File: src/rtl/uart_reg_pkg.sv
// Shared types and constants for the UART byte-stream register bridge.
package uart_reg_pkg;

    typedef enum logic [1:0] {
        IDLE    = 2'd0,
        WR_DATA = 2'd1,
        RD_SEND = 2'd2
    } state_t;

    localparam int         CMD_WR_BIT = 7;
    localparam int         ADDR_W     = 7;
    localparam logic [7:0] FILL_BYTE  = 8'h55;

endpackage

File: src/rtl/uart_reg_bank.sv
// Register storage with atomic commit, write strobes and the read-side source mux.
// Read-only registers ignore commits and read from the live status inputs.
module uart_reg_bank
    import uart_reg_pkg::*;
#(
    parameter int                              NUM_REGS  = 16,
    parameter int                              REG_BYTES = 4,
    parameter logic [NUM_REGS-1:0]             RO_MASK   = {NUM_REGS{1'b0}},
    parameter logic [NUM_REGS*REG_BYTES*8-1:0] RST_VAL   = {(NUM_REGS*REG_BYTES*8){1'b0}}
) (
    input  logic                              clk,
    input  logic                              rst,
    input  logic                              commit_en,
    input  logic [ADDR_W-1:0]                 commit_addr,
    input  logic [REG_BYTES*8-1:0]            commit_data,
    input  logic [ADDR_W-1:0]                 rd_addr,
    output logic [REG_BYTES*8-1:0]            rd_data,
    input  logic [NUM_REGS*REG_BYTES*8-1:0]   ro_d,
    output logic [NUM_REGS*REG_BYTES*8-1:0]   reg_q,
    output logic [NUM_REGS-1:0]               wr_stb
);

    localparam int W = REG_BYTES * 8;

    // Commit a full register value and pulse its strobe; out-of-range addresses match no slot.
    always_ff @(posedge clk or posedge rst) begin
        if (rst) begin
            reg_q  <= RST_VAL;
            wr_stb <= {NUM_REGS{1'b0}};
        end else begin
            wr_stb <= {NUM_REGS{1'b0}};
            for (int i = 0; i < NUM_REGS; i++) begin
                if (commit_en && (commit_addr == ADDR_W'(i)) && !RO_MASK[i]) begin
                    reg_q[i*W +: W] <= commit_data;
                    wr_stb[i]       <= 1'b1;
                end else begin
                    wr_stb[i] <= 1'b0;
                end
            end
        end
    end

    // Select the read source: live status for read-only slots, storage otherwise, fill when unmapped.
    always_comb begin
        rd_data = {REG_BYTES{FILL_BYTE}};
        for (int i = 0; i < NUM_REGS; i++) begin
            rd_data = (rd_addr == ADDR_W'(i)) ? (RO_MASK[i] ? ro_d[i*W +: W] : reg_q[i*W +: W])
                                               : rd_data;
        end
    end

endmodule

File: src/rtl/uart_reg_bridge.sv
// Byte-stream command decoder: [cmd][data LSB..MSB] writes, [cmd] reads with a
// snapshotted multi-byte response under tx backpressure.
module uart_reg_bridge
    import uart_reg_pkg::*;
#(
    parameter int                              NUM_REGS  = 16,
    parameter int                              REG_BYTES = 4,
    parameter logic [NUM_REGS-1:0]             RO_MASK   = {NUM_REGS{1'b0}},
    parameter logic [NUM_REGS*REG_BYTES*8-1:0] RST_VAL   = {(NUM_REGS*REG_BYTES*8){1'b0}},
    parameter int                              TIMEOUT   = 960000
) (
    input  logic                              clk,
    input  logic                              rst,
    input  logic [7:0]                        rx_data,
    input  logic                              rx_valid,
    output logic [7:0]                        tx_data,
    output logic                              tx_valid,
    input  logic                              tx_ready,
    output logic [NUM_REGS*REG_BYTES*8-1:0]   reg_q,
    input  logic [NUM_REGS*REG_BYTES*8-1:0]   ro_d,
    output logic [NUM_REGS-1:0]               wr_stb,
    output logic [NUM_REGS-1:0]               rd_stb,
    output logic                              timeout_err,
    output logic                              rx_drop,
    output logic                              busy
);

    localparam int              W         = REG_BYTES * 8;
    localparam int              TMO_W     = $clog2(TIMEOUT);
    localparam logic [1:0]      LAST_BYTE = 2'(REG_BYTES - 1);
    localparam logic [TMO_W-1:0] TMO_LAST = TMO_W'(TIMEOUT - 1);

    state_t            state_r;
    logic [ADDR_W-1:0] addr_r;
    logic [1:0]        byte_cnt_r;
    logic [W-1:0]      shadow_r;
    logic [W-1:0]      snap_r;
    logic [TMO_W-1:0]  tmo_cnt_r;

    logic [ADDR_W-1:0] cmd_addr_s;
    logic [W-1:0]      rd_data_s;
    logic [W-1:0]      commit_data_s;
    logic [W-1:0]      snap_next_s;
    logic              commit_en_s;

    assign cmd_addr_s = rx_data[ADDR_W-1:0];
    assign busy       = (state_r != IDLE);

    // Merge the final byte into the shadow so the commit lands on the same edge as that byte.
    always_comb begin
        commit_data_s                           = shadow_r;
        commit_data_s[{byte_cnt_r, 3'b000} +: 8] = rx_data;
        commit_en_s = (state_r == WR_DATA) && rx_valid && (byte_cnt_r == LAST_BYTE);
        snap_next_s = snap_r >> 8;
    end

    uart_reg_bank #(
        .NUM_REGS (NUM_REGS),
        .REG_BYTES(REG_BYTES),
        .RO_MASK  (RO_MASK),
        .RST_VAL  (RST_VAL)
    ) u_bank (
        .clk        (clk),
        .rst        (rst),
        .commit_en  (commit_en_s),
        .commit_addr(addr_r),
        .commit_data(commit_data_s),
        .rd_addr    (cmd_addr_s),
        .rd_data    (rd_data_s),
        .ro_d       (ro_d),
        .reg_q      (reg_q),
        .wr_stb     (wr_stb)
    );

    // Command FSM with byte counting, inter-byte timeout and snapshot transmit.
    always_ff @(posedge clk or posedge rst) begin
        if (rst) begin
            state_r     <= IDLE;
            addr_r      <= {ADDR_W{1'b0}};
            byte_cnt_r  <= 2'd0;
            shadow_r    <= {W{1'b0}};
            snap_r      <= {W{1'b0}};
            tmo_cnt_r   <= {TMO_W{1'b0}};
            tx_data     <= 8'h00;
            tx_valid    <= 1'b0;
            rd_stb      <= {NUM_REGS{1'b0}};
            timeout_err <= 1'b0;
            rx_drop     <= 1'b0;
        end else begin
            rd_stb      <= {NUM_REGS{1'b0}};
            timeout_err <= 1'b0;
            rx_drop     <= 1'b0;
            case (state_r)
                IDLE: begin
                    if (rx_valid) begin
                        addr_r     <= cmd_addr_s;
                        byte_cnt_r <= 2'd0;
                        tmo_cnt_r  <= {TMO_W{1'b0}};
                        if (rx_data[CMD_WR_BIT]) begin
                            state_r  <= WR_DATA;
                            shadow_r <= {W{1'b0}};
                        end else begin
                            state_r  <= RD_SEND;
                            snap_r   <= rd_data_s;
                            tx_data  <= rd_data_s[7:0];
                            tx_valid <= 1'b1;
                            for (int i = 0; i < NUM_REGS; i++) begin
                                rd_stb[i] <= (cmd_addr_s == ADDR_W'(i));
                            end
                        end
                    end
                end
                WR_DATA: begin
                    if (rx_valid) begin
                        tmo_cnt_r <= {TMO_W{1'b0}};
                        if (byte_cnt_r == LAST_BYTE) begin
                            state_r  <= IDLE;
                            shadow_r <= {W{1'b0}};
                        end else begin
                            shadow_r[{byte_cnt_r, 3'b000} +: 8] <= rx_data;
                            byte_cnt_r <= byte_cnt_r + 2'd1;
                        end
                    end else if (tmo_cnt_r == TMO_LAST) begin
                        timeout_err <= 1'b1;
                        state_r     <= IDLE;
                        shadow_r    <= {W{1'b0}};
                        tmo_cnt_r   <= {TMO_W{1'b0}};
                    end else begin
                        tmo_cnt_r <= tmo_cnt_r + TMO_W'(1);
                    end
                end
                RD_SEND: begin
                    rx_drop <= rx_valid;
                    if (tx_valid && tx_ready) begin
                        if (byte_cnt_r == LAST_BYTE) begin
                            tx_valid <= 1'b0;
                            tx_data  <= 8'h00;
                            state_r  <= IDLE;
                        end else begin
                            byte_cnt_r <= byte_cnt_r + 2'd1;
                            snap_r     <= snap_next_s;
                            tx_data    <= snap_next_s[7:0];
                        end
                    end
                end
                default: begin
                    state_r  <= IDLE;
                    tx_valid <= 1'b0;
                end
            endcase
        end
    end

endmodule

File: config.mk
export PLATFORM = sky130hd
export DESIGN_NAME = uart_reg_bridge
export DESIGN_NICKNAME = d
export VERILOG_FILES = /design/src/rtl/uart_reg_pkg.sv /design/src/rtl/uart_reg_bank.sv /design/src/rtl/uart_reg_bridge.sv
export SDC_FILE = /design/constraint.sdc
export NUM_CORES = 2
export LEC_CHECK = 0
export CAP_MARGIN = 20
export CORE_AREA = 4 4 419 421
export DETAILED_ROUTE_END_ITERATION = 7
export DIE_AREA = 0 0 423 425
export PLACE_DENSITY = 0.45
export SETUP_SLACK_MARGIN = 0.05
export SLEW_MARGIN = 20
export SYNTH_ARGS = -nofsm -noshare
export SYNTH_HDL_FRONTEND = slang
export SYNTH_SLANG_ARGS = --single-unit
export TNS_END_PERCENT = 10
File: constraint.sdc
create_clock -name clk -period 25.1 [get_ports clk]
set_clock_uncertainty 0.05 [all_clocks]
set_input_delay 6.275 -clock clk [delete_from_list [all_inputs] [get_ports clk]]
set_output_delay 6.275 -clock clk [all_outputs]
set_load 0.02 [all_outputs]
After elaboration in Yosys (flattened, before gate mapping)
Cells that the tools add are included.
{"block": "op_classes", "muxes": 77, "add_sub_neg": 3, "eq_ne": 42, "n_reduce_logical": 34, "n_shift": 2, "bitwise": 1}
{"cell": "$mux W32", "n": 25}
{"cell": "$pmux W32 S2", "n": 2}
{"cell": "$eq A7 B4 Y1 const B", "n": 16}
{"cell": "$mux W20", "n": 3}
{"cell": "$eq A7 B3 Y1 const B", "n": 8}
{"cell": "$mux W16", "n": 3}
{"cell": "$pmux W20 S2", "n": 1}
{"cell": "$bwmux W32", "n": 1}
{"cell": "$mux W8", "n": 4}
{"cell": "$shift A8 B7 Y32 const A", "n": 1}
{"cell": "$shiftx A8 B7 Y32", "n": 1}
{"cell": "$eq A7 B2 Y1 const B", "n": 4}
{"cell": "$mux W1", "n": 24}
{"cell": "$add A20 B1 Y20 const B", "n": 1}
{"cell": "$eq A20 B20 Y1 const B", "n": 1}
{"cell": "$mux W2", "n": 10}
{"cell": "$logic_and A1 B1 Y1", "n": 19}
{"cell": "$pmux W8 S2", "n": 1}
{"cell": "$eq A7 B1 Y1 const B", "n": 2}
{"cell": "$logic_not A7 Y1", "n": 2}
{"cell": "$ne A2 B2 Y1 const B", "n": 7}
{"cell": "$pmux W2 S3", "n": 2}
{"cell": "$reduce_and A4 Y1", "n": 3}
{"cell": "$reduce_and A5 Y1", "n": 2}
{"cell": "12 further kinds", "n": 16}
{"block": "totals", "reg_bits": 650, "inputBits": 524, "wordCells": 187, "out_inout_bits": 556}

Logic depth before layout (Yosys ltp)
{"block": "depth", "depth_word": 20, "depth_mapped": 12, "ltp_nobuf": 8}

Cells and area by module
Synthesis repeated with hierarchy kept, for this count alone.
{"block": "hier_totals", "hier_cells": 2973, "hier_area_um2": 30137.7}
{"mod": "uart_reg_bank", "seq_area_each_um2": 13212.7, "cells_each": 2387, "instances": 1, "area_per_inst_um2": 24354.6}
{"mod": "uart_reg_bridge", "seq_area_each_um2": 2852.7, "cells_each": 586, "instances": 1, "area_per_inst_um2": 5783.0}

Worst setup path before layout
OpenSTA, ideal clock, no wires.
{"block": "synth_path", "path_kind": "input port to flip-flop", "startpoint": "input port rx_data[7]", "endpoint": "register snap_r[23]", "setup_time_ps": 131, "slack_ps": 17026, "stages": 8, "path_buffers": 3, "required_time_ps": 24919, "arrival_ps": 7893, "path_cell_list": "buf_2 > and3b_1 > buf_2 > o21a_1 > buf_2 > and2_4 > a221o_1 > or3_1"}
{"block": "synth_between", "elab_chain_len": 2}
{"element": "start: declaration", "line": "uart_reg_bridge.sv:14", "text": "input logic [7:0] rx_data,"}
{"element": "$ne A2 B2 Y1 (no line)"}
{"element": "$reduce_and A5 Y1 (no line)"}
{"element": "end signal: assignment", "line": "uart_reg_bridge.sv:82", "text": "snap_r <= {W{1'b0}};"}
{"element": "end signal: assignment", "line": "uart_reg_bridge.sv:104", "text": "snap_r <= rd_data_s;"}
{"element": "end signal: assignment", "line": "uart_reg_bridge.sv:141", "text": "snap_r <= snap_next_s;"}
{"element": "end: declaration", "line": "uart_reg_bridge.sv:37", "text": "logic [W-1:0] snap_r;"}
No other way between the ends.
A chain may end at the register's enable or synchronous reset.

Worst setup path in the final report
{"block": "layout_path", "startpoint": "input port rx_data[5]", "endpoint": "register snap_r[19]"}
{"block": "layout_between", "elab_chain_len": 20, "elab_cells_between_ends": 35, "classes_between": "15 x eq/ne; 19 x mux; 1 x reduce/logical"}
{"element": "$logic_not A7 Y1", "line": "uart_reg_bank.sv:47", "text": "rd_data = (rd_addr == ADDR_W'(i)) ? (RO_MASK[i] ? ro_d[i*W +: W] : reg_q[i*W +: W])"}
{"element": "$mux W32 (15 in a row)", "line": "uart_reg_bank.sv:47"}
{"element": "$mux W32 (*)", "line": "uart_reg_bank.sv:47"}
{"element": "$mux W32 (*)", "line": "uart_reg_bridge.sv:99", "text": "if (rx_data[CMD_WR_BIT]) begin"}
{"element": "$mux W32 (*)", "line": "uart_reg_bridge.sv:95", "text": "if (rx_valid) begin"}
{"element": "$pmux W32 S2 (*)", "line": "uart_reg_bridge.sv:93", "text": "case (state_r)"}
Mark *: on every way between the ends. The rest lies on a longest branch, timed or not. The select of a mux whose other input is x is not followed.

==> run_results.csv <==
group,metric,value,unit
status,status,"finished, final reports clean",
yosys,avgSynthCellArea,9.856,sq um
detailed_routing,dr.pass1.iters,8,
yosys,yosys.area.top_type,"dfrtp_1",
yosys,synthTopCellsByArea,"dfrtp_1 56%, a21oi_1 8.6%, nor2_1 6.8%, o21ai_0 3.8%, mux4_2 2.8%",
yosys,ys_dominant_reg_cell,"dfrtp_1",
yosys,syn_area,28840,sq um
grt,grt_pass1_vias,25050,
clock_tree,insertion_delay,730,ps
timing,rsz0062_at_grt,"false",
final_layout,final_nets,3959,
setup_path,crit_fanout,17,
job,cap_violations,0,
yosys,synth_cells,2926,
clock_tree,cts_buffer_depth,3,
timing,fin_crit,9773,ps
grt,grt_max_degree,154,
setup_path,required,25620,ps
detailed_routing,avgRoutedWirePerCell,30.53,um
timing,slew_headroom,18.79,%
grt,grtUsageMet2,34.63,%
detailed_routing,detail-route-antenna-nets,0,
clock_tree,cts-htree-levels,3,
clock_tree,cts_sinks,642,
pwr,p_leak,16.72,nW
yosys,synthAdderAreaFrac,0.4772,%
detailed_routing,drtIter0Drc,2367,
detailed_routing,vias_per_cell,4.418,
grt,met1_usage,20.07,%
yosys,ys.warnings.count,0,
clock_tree,post_cts_buffers,0,
timing,final.setup.tns,0,ps
yosys,synth_xor_xnor_area_share,0.3948,%
timing,setup_violations,0,
yosys,synth_top_area_share,55.71,%
pwr,power.density,70.79,nW/um^2
placed_design,routabilityCongestion,0.8965,
clock_tree,clk_pin_slew,60,ps
yosys,ys_ff_latch,642,
final_layout,drive_gt1_share,10.88,%
floorplan,ioPinCount,1080,
floorplan,initial_core_util,16.83,%
yosys,async_reset_ff_share,100.0,%
yosys,synth-simple-area-share,13.66,%
yosys,yosysUniqueCellTypes,77,
yosys,synth_most_common_cell,"dfrtp_1",
setup_path,critical_path_class,"in -> reg",
clock_tree,cts_root_buffer,"clkbuf_16",
clock_tree,tritoncts,"done",
pwr,ir_drop,0.04197,mV
detailed_routing,drc,0,
floorplan,core-area,171400,sq um
clock_tree,cts_resized,0,
setup_path,crit_path_start_kind,"primary input",
yosys,synth-edff-count,0,
setup_path,worstPathArrival,10300,ps
timing,min_period_over_period,38.94,%
grt,track_usage,19.08,%
timing,fmax,102.3,MHz
pwr,total_power,0.002847,W
final_layout,syn_to_final_growth,39.47,%
yosys,synth_compound_area_share,18.28,%
yosys,ys_seq_area_share,55.71,%
grt,grt_pass1_wl,234.3,mm
yosys,synth.top_cells.by_count,"642 x dfrtp_1, 523 x nor2_1, 494 x a21oi_1, 220 x o21ai_0, 200 x nand2_1",
timing,drv_slew,0,
floorplan,dieWidth,423,um
floorplan,die_h,425,um
yosys,synth_top_family_by_area,"compound AO/OA/AOI/OAI gates",
detailed_routing,vias,25630,
worst_hold_path,min_path_type,"reg -> reg",
yosys,syn_nets,3461,
floorplan,row_count,152,
detailed_routing,totalWireLength,177.1,mm
clock_tree,cts_buffers,84,
grt,grt-ovfl-total,0,
placed_design,io_buffers,567,
setup_path,reg2regPathDepth,8,
placed_design,hpwl,132.3,mm
grt,top_usage_layer,"met2",
grt,grt_use_met3,3.328,%
grt,antenna_found_initial,10,
timing,worst_pin_slew,1209,ps
clock_tree,postCtsHoldBufs,0,
setup_path,end_kind,"flop",
floorplan,die_area,179800,sq um
yosys,muxShareOfSynthArea,7.480,%
worst_hold_path,whs_path_depth,2,
timing,finalHoldViolCount,0,
[worst paths after layout]
check,to,slack (ps),start
worst max register to register,u_bank.reg_q[417]$_DFFE_PP0P_,21650,state_r[1]$_DFFE_PP0P_
max in group asynchronous,u_bank.wr_stb[0]$_DFF_PP0_,15690,rst
min in group asynchronous,u_bank.reg_q[143]$_DFFE_PP0P_,6060,rst
worst min register to register,u_bank.reg_q[224]$_DFFE_PP0P_,450,u_bank.reg_q[224]$_DFFE_PP0P_
worst max-delay path,snap_r[19]$_DFFE_PP0P_,15330,rx_data[5]
worst min-delay path,u_bank.reg_q[224]$_DFFE_PP0P_,450,u_bank.reg_q[224]$_DFFE_PP0P_
[metrics by stage]
| stage | cells | setup WS [ps] | util (%) | instance area (sq um) | hold WS (ps) |
|---|---|---|---|---|---|
| finish | 5800 | 15330 | 23.47 | 40220 | 448.1 |
| global route | 5799 | 15250 | 23.47 | 40220 | 465.1 |
| CTS | 5792 | 15440 | 23.46 | 40200 | 454.7 |
| detailed placement | 5648 | 14680 | 21.75 | 37270 | 436.3 |
| global placement | 5647 | 14660 | 21.74 | 37260 | 431.5 |
| floorplan | 2926 | 789.3 | - | 28840 | 399.4 |
[critical path: stages]
cell and delay [ps]:
clkdlybuf4s50_1 840, or3_1 850, nor2_4 760, nand2_1 810
a2bb2oi_1 400, a31oi_1 230, o21ai_0 100
[registers in the layout, summed over array words and instances, names as in the netlist]
name	count
snap_r	24
u_bank.wr_stb	16
addr_r	7
shadow_r	32
byte_cnt_r	2
rd_stb	16
tx_valid	1
rx_drop	1
tmo_cnt_r	20
state_r	2
timeout_err	1
tx_data	8
u_bank.reg_q	512
[cell usage in the layout, fill, tap and decap left out, types with 18 or more instances in the layout]
master	n
a21oi_1	484
a22oi_1	23
buf_4	89
clkbuf_16	87
clkbuf_8	23
clkdlybuf4s50_1	564
dfrtp_1	642
mux2_2	28
mux2_4	30
mux2i_1	58
mux4_2	36
nand2_1	199
nand3_1	32
nor2_1	510
nor2b_1	49
nor3_1	22
o21ai_0	220
o221ai_1	18
o22ai_1	37
[logic make-up (layout without fill, tap and decap cells)]
| logic type | count (synthesis) | after routing |
|---|---|---|
| buffers and inverters | 268 | 824 |
| xor gates and xnor gates | 13 | 13 |
| DFF | 642 | 642 |
| other | 0 | 8 |
| and+or+nand+nor | 912 | 912 |
| adders and majority gates | 11 | 11 |
| muxes | 152 | 152 |
| AOI/OAI and AO/OA | 928 | 928 |
[cell type report]
cell class,count,area [sq um]
fillers,18590,131100
multi-input cells,2016,11820
clock inverters,22,397.9
inverters,20,82.58
flip-flops and latches,642,16070
diodes,8,20.02
clock buffers,122,2529
well taps,2310,2890
repair buffers,660,6415
[report_power, final]
group,switching (W),total [W],internal [W]
sequential,0.0000391,0.00111,0.00108
clock,0.000517,0.00130,0.000781
combinational,0.000309,0.000434,0.000125
total,0.000865,0.00285,0.00198
[layer usage]
| metal | up-vias | share of wire, % | routed length [um] |
|---|---|---|---|
| met3 | 270 | 5.5 | 9819 |
| met1 | 13080 | 35 | 61270 |
| met5 | - | 0.0073 | 13 |
| met2 | 974 | 52 | 92470 |
| met4 | 2 | 7.6 | 13500 |
| li1 | 11300 | - | - |
Note: power is estimated with default switching activity, not from simulation.
